`config.mk`:
```
export PLATFORM = sky130hd
export DESIGN_NAME = zfifo_ctrl_flat
export DESIGN_NICKNAME = d
export VERILOG_FILES = /design/src/rtl/zfifo_ctrl_if.sv /design/src/rtl/zfifo_ctrl.sv /design/src/flat_wrapper.sv
export SDC_FILE = /design/constraint.sdc
export NUM_CORES = 1
export LEC_CHECK = 0
export CAP_MARGIN = 20
export CORE_MARGIN = 3
export CORE_UTILIZATION = 30
export CTS_CLUSTER_SIZE = 25
export DETAILED_ROUTE_END_ITERATION = 12
export DONT_BUFFER_PORTS = 1
export GPL_ROUTABILITY_DRIVEN = 0
export PLACE_DENSITY = 0.42
export SYNTH_ARGS = -nofsm -noshare
export SYNTH_HDL_FRONTEND = slang
export SYNTH_SLANG_ARGS = --single-unit
```
`constraint.sdc`:
```
create_clock -name clk -period 3.5 [get_ports clk]
set_input_delay 0.35 -clock clk [delete_from_list [all_inputs] [get_ports clk]]
set_output_delay 0.35 -clock clk [all_outputs]
set_load 0.1 [all_outputs]
```
`src/rtl/zfifo_ctrl_if.sv`:
```
// zfifo_ctrl_if: signal bundle between the FIFO controller, its datapath neighbours and the
// dual-port RAM macro.
//   slave  modport: controller view (drives push_ready, pop side, RAM command, flags)
//   master modport: environment view (drives flush, push side, pop_ready, RAM read data)
// Signals:
//   flush                      synchronous clear
//   push_valid/ready/data      upstream valid/ready handshake
//   pop_valid/ready/data       downstream first-word-fall-through handshake
//   ram_wr_en/addr/data        RAM write port
//   ram_rd_en/addr, ram_rd_data RAM read port (data valid the cycle after ram_rd_en)
//   level, empty, almost_full  registered occupancy flags
interface zfifo_ctrl_if #(
  parameter int unsigned log2_depth = 6,
  parameter int unsigned width      = 8
) ();
  logic                  flush;
  logic                  push_valid;
  logic                  push_ready;
  logic [width-1:0]      push_data;
  logic                  pop_valid;
  logic                  pop_ready;
  logic [width-1:0]      pop_data;
  logic                  ram_wr_en;
  logic [log2_depth-1:0] ram_wr_addr;
  logic [width-1:0]      ram_wr_data;
  logic                  ram_rd_en;
  logic [log2_depth-1:0] ram_rd_addr;
  logic [width-1:0]      ram_rd_data;
  logic [log2_depth:0]   level;
  logic                  empty;
  logic                  almost_full;

  modport slave (
    input  flush, push_valid, push_data, pop_ready, ram_rd_data,
    output push_ready, pop_valid, pop_data, ram_wr_en, ram_wr_addr, ram_wr_data,
           ram_rd_en, ram_rd_addr, level, empty, almost_full
  );

  modport master (
    output flush, push_valid, push_data, pop_ready, ram_rd_data,
    input  push_ready, pop_valid, pop_data, ram_wr_en, ram_wr_addr, ram_wr_data,
           ram_rd_en, ram_rd_addr, level, empty, almost_full
  );
endinterface

```
`src/rtl/zfifo_ctrl.sv`:
```
// zfifo_ctrl: first-word-fall-through FIFO controller around a dual-port RAM with a 1-cycle
// registered read. Owns write/read pointers, RAM occupancy, one in-flight read flag and a
// 2-entry output stage (head + skid), giving a total capacity of depth+2 words.
// Ports:
//   clk  clock
//   rst  asynchronous reset, active-high
//   bus  zfifo_ctrl_if.slave: push/pop handshakes, RAM command/data, level/empty/almost_full
module zfifo_ctrl #(
  parameter int unsigned depth        = 64,
  parameter int unsigned log2_depth   = 6,
  parameter int unsigned width        = 8,
  parameter int unsigned afull_thresh = 56
) (
  input logic         clk,
  input logic         rst,
  zfifo_ctrl_if.slave bus
);

  localparam int unsigned cnt_w = log2_depth + 1;

  typedef enum logic [1:0] {
    StEmpty = 2'd0,
    StOne   = 2'd1,
    StTwo   = 2'd2
  } stage_e;

  logic [log2_depth-1:0] wrptr_q, wrptr_d;
  logic [log2_depth-1:0] rdptr_q, rdptr_d;
  logic [cnt_w-1:0]      ram_count_q, ram_count_d;
  logic                  inflight_q, inflight_d;
  stage_e                stage_q, stage_d;
  logic [width-1:0]      head_q, head_d;
  logic [width-1:0]      skid_q, skid_d;
  logic [cnt_w-1:0]      level_q, level_d;
  logic                  empty_q, empty_d;
  logic                  afull_q, afull_d;

  logic       push_ready;
  logic       pop_valid;
  logic       push;
  logic       pop;
  logic       rd_issue;
  logic [1:0] stage_cnt;
  logic [1:0] stage_cnt_d;

  always_comb begin
    stage_cnt = 2'd0;
    unique case (stage_q)
      StOne:   stage_cnt = 2'd1;
      StTwo:   stage_cnt = 2'd2;
      default: stage_cnt = 2'd0;
    endcase
  end

  assign push_ready = (ram_count_q != cnt_w'(depth)) & ~bus.flush;
  assign pop_valid  = (stage_q != StEmpty);
  assign push       = bus.push_valid & push_ready;
  assign pop        = pop_valid & bus.pop_ready;

  // Issue a read only if the word will have a stage slot when it lands: words already in
  // the stage plus the one in flight, minus the one leaving now, must be below 2.
  assign rd_issue = (ram_count_q != '0) &
                    (({1'b0, stage_cnt} + {2'b00, inflight_q}) < (3'd2 + {2'b00, pop})) &
                    ~bus.flush;

  always_comb begin
    wrptr_d     = wrptr_q;
    rdptr_d     = rdptr_q;
    ram_count_d = ram_count_q;
    inflight_d  = inflight_q;
    stage_d     = stage_q;
    head_d      = head_q;
    skid_d      = skid_q;

    if (bus.flush) begin
      // Any read still in flight is dropped by clearing inflight.
      wrptr_d     = '0;
      rdptr_d     = '0;
      ram_count_d = '0;
      inflight_d  = 1'b0;
      stage_d     = StEmpty;
      head_d      = '0;
      skid_d      = '0;
    end else begin
      wrptr_d     = wrptr_q + log2_depth'(push);
      rdptr_d     = rdptr_q + log2_depth'(rd_issue);
      ram_count_d = ram_count_q + cnt_w'(push) - cnt_w'(rd_issue);
      inflight_d  = rd_issue;

      // inflight_q means ram_rd_data carries a word this cycle.
      unique case (stage_q)
        StEmpty: begin
          if (inflight_q) begin
            stage_d = StOne;
            head_d  = bus.ram_rd_data;
          end
        end
        StOne: begin
          if (inflight_q && pop) begin
            head_d = bus.ram_rd_data;
          end else if (inflight_q) begin
            stage_d = StTwo;
            skid_d  = bus.ram_rd_data;
          end else if (pop) begin
            stage_d = StEmpty;
          end
        end
        StTwo: begin
          if (pop) begin
            stage_d = StOne;
            head_d  = skid_q;
          end
        end
        default: stage_d = StEmpty;
      endcase
    end

    stage_cnt_d = 2'd0;
    unique case (stage_d)
      StOne:   stage_cnt_d = 2'd1;
      StTwo:   stage_cnt_d = 2'd2;
      default: stage_cnt_d = 2'd0;
    endcase

    level_d = ram_count_d + cnt_w'(inflight_d) + cnt_w'(stage_cnt_d);
    empty_d = (level_d == '0);
    afull_d = (level_d >= cnt_w'(afull_thresh));
  end

  always_ff @(posedge clk or posedge rst) begin
    if (rst) begin
      wrptr_q     <= '0;
      rdptr_q     <= '0;
      ram_count_q <= '0;
      inflight_q  <= 1'b0;
      stage_q     <= StEmpty;
      head_q      <= '0;
      skid_q      <= '0;
      level_q     <= '0;
      empty_q     <= 1'b1;
      afull_q     <= 1'b0;
    end else begin
      wrptr_q     <= wrptr_d;
      rdptr_q     <= rdptr_d;
      ram_count_q <= ram_count_d;
      inflight_q  <= inflight_d;
      stage_q     <= stage_d;
      head_q      <= head_d;
      skid_q      <= skid_d;
      level_q     <= level_d;
      empty_q     <= empty_d;
      afull_q     <= afull_d;
    end
  end

  assign bus.push_ready  = push_ready;
  assign bus.pop_valid   = pop_valid;
  assign bus.pop_data    = head_q;
  assign bus.ram_wr_en   = push;
  assign bus.ram_wr_addr = wrptr_q;
  assign bus.ram_wr_data = bus.push_data;
  assign bus.ram_rd_en   = rd_issue;
  assign bus.ram_rd_addr = rdptr_q;
  assign bus.level       = level_q;
  assign bus.empty       = empty_q;
  assign bus.almost_full = afull_q;

endmodule
```
`src/flat_wrapper.sv`:
```
// flat-port wrapper written by rule: the top's interface ports become plain ports
module zfifo_ctrl_flat 
#(
  parameter int unsigned depth        = 64,
  parameter int unsigned log2_depth   = 6,
  parameter int unsigned width        = 8,
  parameter int unsigned afull_thresh = 56
)
  (clk, rst, bus_flush, bus_push_valid, bus_push_data, bus_pop_ready, bus_ram_rd_data, bus_push_ready, bus_pop_valid, bus_pop_data, bus_ram_wr_en, bus_ram_wr_addr, bus_ram_wr_data, bus_ram_rd_en, bus_ram_rd_addr, bus_level, bus_empty, bus_almost_full);
  zfifo_ctrl_if #(.log2_depth(log2_depth), .width(width)) bus_i ();
  input logic clk;
  input logic rst;
  input wire logic [$bits(bus_i.flush)-1:0] bus_flush;
  input wire logic [$bits(bus_i.push_valid)-1:0] bus_push_valid;
  input wire logic [$bits(bus_i.push_data)-1:0] bus_push_data;
  input wire logic [$bits(bus_i.pop_ready)-1:0] bus_pop_ready;
  input wire logic [$bits(bus_i.ram_rd_data)-1:0] bus_ram_rd_data;
  output wire logic [$bits(bus_i.push_ready)-1:0] bus_push_ready;
  output wire logic [$bits(bus_i.pop_valid)-1:0] bus_pop_valid;
  output wire logic [$bits(bus_i.pop_data)-1:0] bus_pop_data;
  output wire logic [$bits(bus_i.ram_wr_en)-1:0] bus_ram_wr_en;
  output wire logic [$bits(bus_i.ram_wr_addr)-1:0] bus_ram_wr_addr;
  output wire logic [$bits(bus_i.ram_wr_data)-1:0] bus_ram_wr_data;
  output wire logic [$bits(bus_i.ram_rd_en)-1:0] bus_ram_rd_en;
  output wire logic [$bits(bus_i.ram_rd_addr)-1:0] bus_ram_rd_addr;
  output wire logic [$bits(bus_i.level)-1:0] bus_level;
  output wire logic [$bits(bus_i.empty)-1:0] bus_empty;
  output wire logic [$bits(bus_i.almost_full)-1:0] bus_almost_full;
  assign bus_i.flush = bus_flush;
  assign bus_i.push_valid = bus_push_valid;
  assign bus_i.push_data = bus_push_data;
  assign bus_i.pop_ready = bus_pop_ready;
  assign bus_i.ram_rd_data = bus_ram_rd_data;
  assign bus_push_ready = bus_i.push_ready;
  assign bus_pop_valid = bus_i.pop_valid;
  assign bus_pop_data = bus_i.pop_data;
  assign bus_ram_wr_en = bus_i.ram_wr_en;
  assign bus_ram_wr_addr = bus_i.ram_wr_addr;
  assign bus_ram_wr_data = bus_i.ram_wr_data;
  assign bus_ram_rd_en = bus_i.ram_rd_en;
  assign bus_ram_rd_addr = bus_i.ram_rd_addr;
  assign bus_level = bus_i.level;
  assign bus_empty = bus_i.empty;
  assign bus_almost_full = bus_i.almost_full;
  zfifo_ctrl #(.depth(depth), .log2_depth(log2_depth), .width(width), .afull_thresh(afull_thresh)) u_core (.clk(clk), .rst(rst), .bus(bus_i));
endmodule
```
# Yosys cells after proc, flatten, opt, wreduce, memory -nomap -nowiden
# Index checks and enable logic that the tools add are counted.
# W data, S select, Z words.
dict set report totals {
  ff_bits 47
  input_bits 21
}
dict set report op_classes {
  addsub 8
  eq_ne 9
  mux 21
  bitwise 6
  reduce_logical 10
  order_cmp 2
}
# op n
set ops {}
lappend ops {{$mux W8} 7}
lappend ops {{$pmux W8 S3} 1}
lappend ops {{$add A7 B1 Y7} 2}
lappend ops {{$add A6 B1 Y6} 2}
lappend ops {{$mux W2} 6}
lappend ops {{$mux W6} 2}
lappend ops {{$ne A3 B2 Y1 const B} 3}
lappend ops {{$pmux W2 S2} 2}
lappend ops {{$add A7 B2 Y7} 1}
lappend ops {{$ge A7 B6 Y1 const B} 1}
lappend ops {{$logic_not A7 Y1} 1}
lappend ops {{$mux W7} 1}
lappend ops {{$ne A7 B7 Y1 const B} 1}
lappend ops {{$reduce_bool A7 Y1} 1}
lappend ops {{$sub A7 B1 Y7} 1}
lappend ops {{$pmux W2 S3} 1}
lappend ops {{$reduce_bool A2 Y1} 3}
lappend ops {{$and A1 B1 Y1} 5}
lappend ops {{$eq A2 B1 Y1 const B} 2}
lappend ops {{$eq A2 B2 Y1 const B} 2}
lappend ops {{$reduce_and A4 Y1} 1}
lappend ops {{$reduce_bool A4 Y1} 1}
lappend ops {{$add A2 B1 Y3} 1}
lappend ops {{$add A2 B1 Y3 const A} 1}
lappend ops {{other kinds (7)} 7}

# Logic depth before layout (Yosys ltp)
dict set report logic_depth {
  word_depth 11
  mapped_depth 19
  mapped_depth_nobuf 19
}

# Worst setup path before layout
# No wires, ideal clock.
dict set report synth_timing {
  path_type {input-to-reg}
  start {in bus_flush}
  end {reg u_core.empty_q (netlist: u_core.bus.empty)}
  path_buffers 2
  required_time_ns 3.410
  setup_slack_ns -1.387
  stages 16
  t_arrival_ns 4.797
  cell_sequence {clkbuf_1 > clkbuf_1 > a21oi_1 > nand2_1 > xnor2_1 > ha_1 > inv_1 > fa_1 > nor2_1 > ha_1 > a21oi_1 > nor3_1 > nand3b_1 > nor2_1 > a2bb2oi_2 > nor4_2}
}
dict set report synth_between {
  elab_chain_len 9
  word_cells_on_any_way 15
}
# item line
set synth_rtl {}
lappend synth_rtl {{from (decl)} flat_wrapper.sv:13} ;# input wire logic [$bits(bus_i.flush)-1:0] bus_flush;
lappend synth_rtl {{$not A1 Y1} zfifo_ctrl.sv:55} ;# assign push_ready = (ram_count_q != cnt_w'(depth)) & ~bus.flush;
lappend synth_rtl {{$and A1 B1 Y1} zfifo_ctrl.sv:55}
lappend synth_rtl {{via bus_push_ready} flat_wrapper.sv:18} ;# output wire logic [$bits(bus_i.push_ready)-1:0] bus_push_ready;
lappend synth_rtl {{$and A1 B1 Y1} zfifo_ctrl.sv:57} ;# assign push = bus.push_valid & push_ready;
lappend synth_rtl {{$add A7 B1 Y7} zfifo_ctrl.sv:87} ;# ram_count_d = ram_count_q + cnt_w'(push) - cnt_w'(rd_issue);
lappend synth_rtl {{$sub A7 B1 Y7} zfifo_ctrl.sv:87}
lappend synth_rtl {{$mux W7} zfifo_ctrl.sv:75} ;# if (bus.flush) begin
lappend synth_rtl {{via u_core.ram_count_d[1]} zfifo_ctrl.sv:29} ;# logic [cnt_w-1:0] ram_count_q, ram_count_d;
lappend synth_rtl {{$add A7 B1 Y7} zfifo_ctrl.sv:125} ;# level_d = ram_count_d + cnt_w'(inflight_d) + cnt_w'(stage_cnt_d);
lappend synth_rtl {{$add A7 B2 Y7} zfifo_ctrl.sv:125}
lappend synth_rtl {{$logic_not A7 Y1} zfifo_ctrl.sv:126} ;# empty_d = (level_d == '0);
lappend synth_rtl {{via u_core.empty_d} zfifo_ctrl.sv:35} ;# logic empty_q, empty_d;
lappend synth_rtl {{to (signal assigned)} zfifo_ctrl.sv:151} ;# empty_q <= empty_d;
lappend synth_rtl {{to (decl)} zfifo_ctrl.sv:35}
# The timed path passes the listed nets, and every way through them passes these cells.
# A chain may end at the register's enable or synchronous reset.

# Final worst setup path
dict set report layout_timing {
  start {reg u_core.stage_q[1]}
  end {reg u_core.empty_q (netlist: u_core.bus.empty)}
}
dict set report layout_between {
  elab_chain_len 11
  word_cells_on_any_way 28
}
# item line
set layout_rtl {}
lappend layout_rtl {{from (decl)} zfifo_ctrl.sv:31} ;# stage_e stage_q, stage_d;
lappend layout_rtl {{from (signal assigned)} zfifo_ctrl.sv:136} ;# stage_q <= StEmpty;
lappend layout_rtl {{from (signal assigned)} zfifo_ctrl.sv:147} ;# stage_q <= stage_d;
lappend layout_rtl {{$eq A2 B2 Y1 (tied with other cells)} zfifo_ctrl.sv:48} ;# unique case (stage_q)
lappend layout_rtl {{$pmux W2 S2 or $and A1 B1 Y1 (tied branches)} {zfifo_ctrl.sv:48, zfifo_ctrl.sv:58}}
lappend layout_rtl {{$add A2 B1 Y3} zfifo_ctrl.sv:63} ;# (({1'b0, stage_cnt} + {2'b00, inflight_q}) < (3'd2 + {2'b00, pop})) &
lappend layout_rtl {{$lt A3 B3 Y1 *} zfifo_ctrl.sv:63}
lappend layout_rtl {{$and A1 B1 Y1 *} zfifo_ctrl.sv:62} ;# assign rd_issue = (ram_count_q != '0) &
lappend layout_rtl {{$and A1 B1 Y1 *} zfifo_ctrl.sv:63}
lappend layout_rtl {{$sub A7 B1 Y7 *} zfifo_ctrl.sv:87}
lappend layout_rtl {{$mux W7 *} zfifo_ctrl.sv:75}
lappend layout_rtl {{via u_core.ram_count_d[1]} zfifo_ctrl.sv:29}
lappend layout_rtl {{$add A7 B1 Y7 *} zfifo_ctrl.sv:125}
lappend layout_rtl {{$add A7 B2 Y7 *} zfifo_ctrl.sv:125}
lappend layout_rtl {{$logic_not A7 Y1 *} zfifo_ctrl.sv:126}
lappend layout_rtl {{via u_core.empty_d} zfifo_ctrl.sv:35}
# The timed path passes the listed nets; every way through them passes the cells marked *.

==> summary.txt <==
Status
  – Status: finished, violations left
  – Failing checks: negative setup slack

Finish
  – ANT cells: 0
  – Area of the multi-input gates: 0.00165 sq mm
  – Final core utilization: between 30% and 40%
  – Filler cell count in the final layout: 888
  – Layout cells sized above 1: 37.0%
  – Synth-to-Final Area Change: 26.1%
  – Fin nets: 351
  – Area occupied by registers: roughly 0.0012 sq mm

Timing
  – Period utilisation layout: 101%
  – Final setup viols: 2
  – Worst slew pin tran: 976 ps
  – Final Hold Viols: 0
  – Max-Slew Margin vs Limit: between 30% and 40%
  – Unrepaired setup endpoints after global routing: true
  – FMAX: about 280 MHz
  – Setup WS post-layout: -28.1 ps
  – Max-slew violations: 0
  – WHS: between 100 and 150 ps
  – Final min period: 3530 ps
  – Clock Skews: 9.12 ps

Global routing
  – GRT Util Overall: approximately an eighth
  – Number of global-route vias before repair: roughly 2000
  – GRT overflow: 0
  – Largest net degree at the start of global routing: 48
  – First-pass GRT wire length: about 10000 microns
  – Initial antenna violation count: 0

Critical path
  – Arrival @ worst endpoint: 3740 ps
  – Crit path cell chain: inv_2 -> ha_4 -> ha_4 -> ha_4 -> o21ai_2 -> nand2_2 -> clkinvlp_4 -> xnor2_2 -> ha_2 -> inv_2 -> fa_2 -> nor2_4 -> ha_4 -> a21oi_4 -> nor3_4 -> nand3b_1 -> nor2_2 -> a2bb2oi_2 -> nor4_2
  – Worst setup path end: u_core.bus.empty$_DFF_PP1_
  – Worst Setup Start Kind: flip-flop
  – Most used cell, CP: ha_4
  – Worst r2r src: u_core.stage_q[1]$_DFF_PP0_
  – Worst setup startpoint: u_core.stage_q[1]$_DFF_PP0_
  – Slowest stage delay, CP: 550 ps
  – Reg2reg setup slack: -30 ps
  – Worst r2r dst: u_core.bus.empty$_DFF_PP1_
  – Highest fanout seen on the critical path: 3
  – Buf/Inv on CP: 3
  – Worst-path cell with the longest stage delay: fa_2
  – Top Family by Delay on Critical Path: adder cells
  – Crit end category: flip-flop
  – Worst EP required: 3710 ps
  – FF-to-FF path depth: 19
  – CP Depth: 19
  – Setup CP Type: reg2reg

Clocking
  – CTS Buffer Depth: 2
  – CTS H-tree lvls: 2
  – Root Driver: clkbuf_8
  – TritonCTS buffer count: 5
  – Worst skew pair latency: 310 ps
  – Clock sinks: 47
  – TritonCTS clock tree: yes
  – CTS clk-pin slew, worst paths: 100 ps

Synth
  – Cell variety after synth: 48
  – Number of flops mapped to enable cells by yosys: 0
  – Synth top area cells: dfrtp_1 (41%), ha_1 (9.0%), mux2i_1 (5.8%), nor2_1 (5.0%), xnor2_1 (3.5%)
  – Net Count, Synth: roughly 310
  – Synth Register Bits: 47
  – Biggest area consumer among synthesized cells: dfrtp_1
  – Avg Synthesized Cell Area: between 10 and 15 sq um
  – Synth Flop Type: dfrtp_1
  – Most frequent cell after synthesis: dfrtp_1
  – Async set or reset register ratio after synthesis: between 90% and 100%
  – Syn. warnings: 0
  – Synth top area share: 41.3%
  – Post-synth top cells: dfrtp_1 (46), nor2_1 (37), inv_1 (22)
  – Synthesized instance count: 270
  – Mapped Area: 0.00279 sq mm
  – Register area share after synthesis: 42.3%

Floorplanning
  – Die Ht: ~100 microns
  – Die Width: 102 microns
  – Initial Util: 31.5%
  – FP Rows: 34
  – Placeable Area: 0.00885 sq mm
  – IO Pins: 62
  – DIE AREA: between 0.01 and 0.015 sq mm

Routing
  – Routed vias/inst: 4.74
  – Final WL: 6290 microns
  – Number of detailed-route iterations in the first pass: 4
  – Initial DRC count: 53
  – DRC: 0
  – Via Count: between 1500 and 2000
  – DRT antenna net count: 0
  – Average wire per standard cell: 15.1 microns

Place
  – Dpl hpwl: around 4400 microns
  – Setup WS pre-CTS: -97.0 ps
  – IO buf count: 0

Worst hold path
  – Critical hold path startpoint: bus_flush
  – Min-Delay Path Class: in2reg

Flow run
  – Max-cap violation count: 0
[registers in the layout, summed over array words and instances, names as in the netlist]
name,cells
u_core.bus.ram_rd_addr,6
u_core.bus.ram_wr_addr,6
u_core.skid_q,8
u_core.bus.empty,1
u_core.bus.pop_data,8
u_core.inflight_q,1
u_core.stage_q,2
u_core.ram_count_q,7
u_core.bus.level,7
u_core.bus.almost_full,1
[layout make-up]
| cell class | count | area share [%] |
|---|---|---|
| Clock buffer | 6 | 2.07 |
| Clock inverter | 2 | 0.463 |
| Multi-Input combinational cell | 185 | 46.9 |
| Inverter | 22 | 2.57 |
| Tap cell | 108 | 3.85 |
| Sequential cell | 47 | 33.5 |
| Timing Repair Buffer | 46 | 10.6 |
[cell families after synthesis]
| group | after synthesis | synth area share [%] |
|---|---|---|
| AND/OR/NAND/NOR | 83 | 15.4 |
| flip-flops | 47 | 42.3 |
| XOR/XNOR | 20 | 6.56 |
| buffers and inverters | 38 | 6.29 |
| AO/OA/AOI/OAI | 41 | 11.5 |
| multiplexers | 17 | 6.56 |
| adder cells (fa/ha/maj) | 24 | 11.5 |
[worst min path at each step]
stage	to	slack, ps	cells after the start
after CTS	u_core.bus.ram_wr_addr[1]$_DFF_PP0_	90	1
after global routing	u_core.bus.level[4]$_DFF_PP0_	80	1
after floorplan	u_core.skid_q[0]$_DFFE_PP0P_	490	2
after detailed placement	u_core.bus.ram_wr_addr[0]$_DFF_PP0_	430	1
final	u_core.bus.level[4]$_DFF_PP0_	110	1
after global placement	u_core.bus.ram_rd_addr[0]$_DFF_PP0_	430	1
[through the flow]
stage	cells	area, sq um	TNS [ps]
floorplan	270	2840	-5130
finish	416	3510	-31.0
CTS	406	3280	0
global placement	395	3130	-89.6
global route	416	3510	-612
detailed placement	395	3130	-240
[layer usage]
metal / global-route usage [%] / share of wire, %
met5: 0 / 0
met4: 3.03 / 0.81
met3: 4.57 / 6.0
met2: 20.1 / 48
met1: 16.5 / 45
[placed cells by master, fill, tap and decap left out, types with 3 or more instances in the layout]
master and n:
buf_6 3, fa_2 3, o21ai_0 6, nand2_1 10, a21oi_2 4, xor2_1 8, inv_2 7, a211oi_1 8
ha_1 12, nand2b_1 3, ha_2 3, nor2_1 35, nor2b_1 4, clkbuf_8 5, mux2i_1 16, nand2_2 5
clkinvlp_4 3, ha_4 5, buf_4 41, inv_1 13, nand3_1 6, xnor2_2 4, dfrtp_1 46, xnor2_1 8
a21oi_1 6, a21oi_4 3
[repair_timing]
item	4_1_cts	5_1_grt
hold buffers	0	1
pin swaps	5	16
gates resized for setup	10	31
endpoints found under the hold margin	0	19
setup endpoints to repair	3	6
buffers inserted	3	9
Power is left out: the tool's default activity adds up to more than one toggle a clock period on the data nets, which glitch-free logic cannot reach.
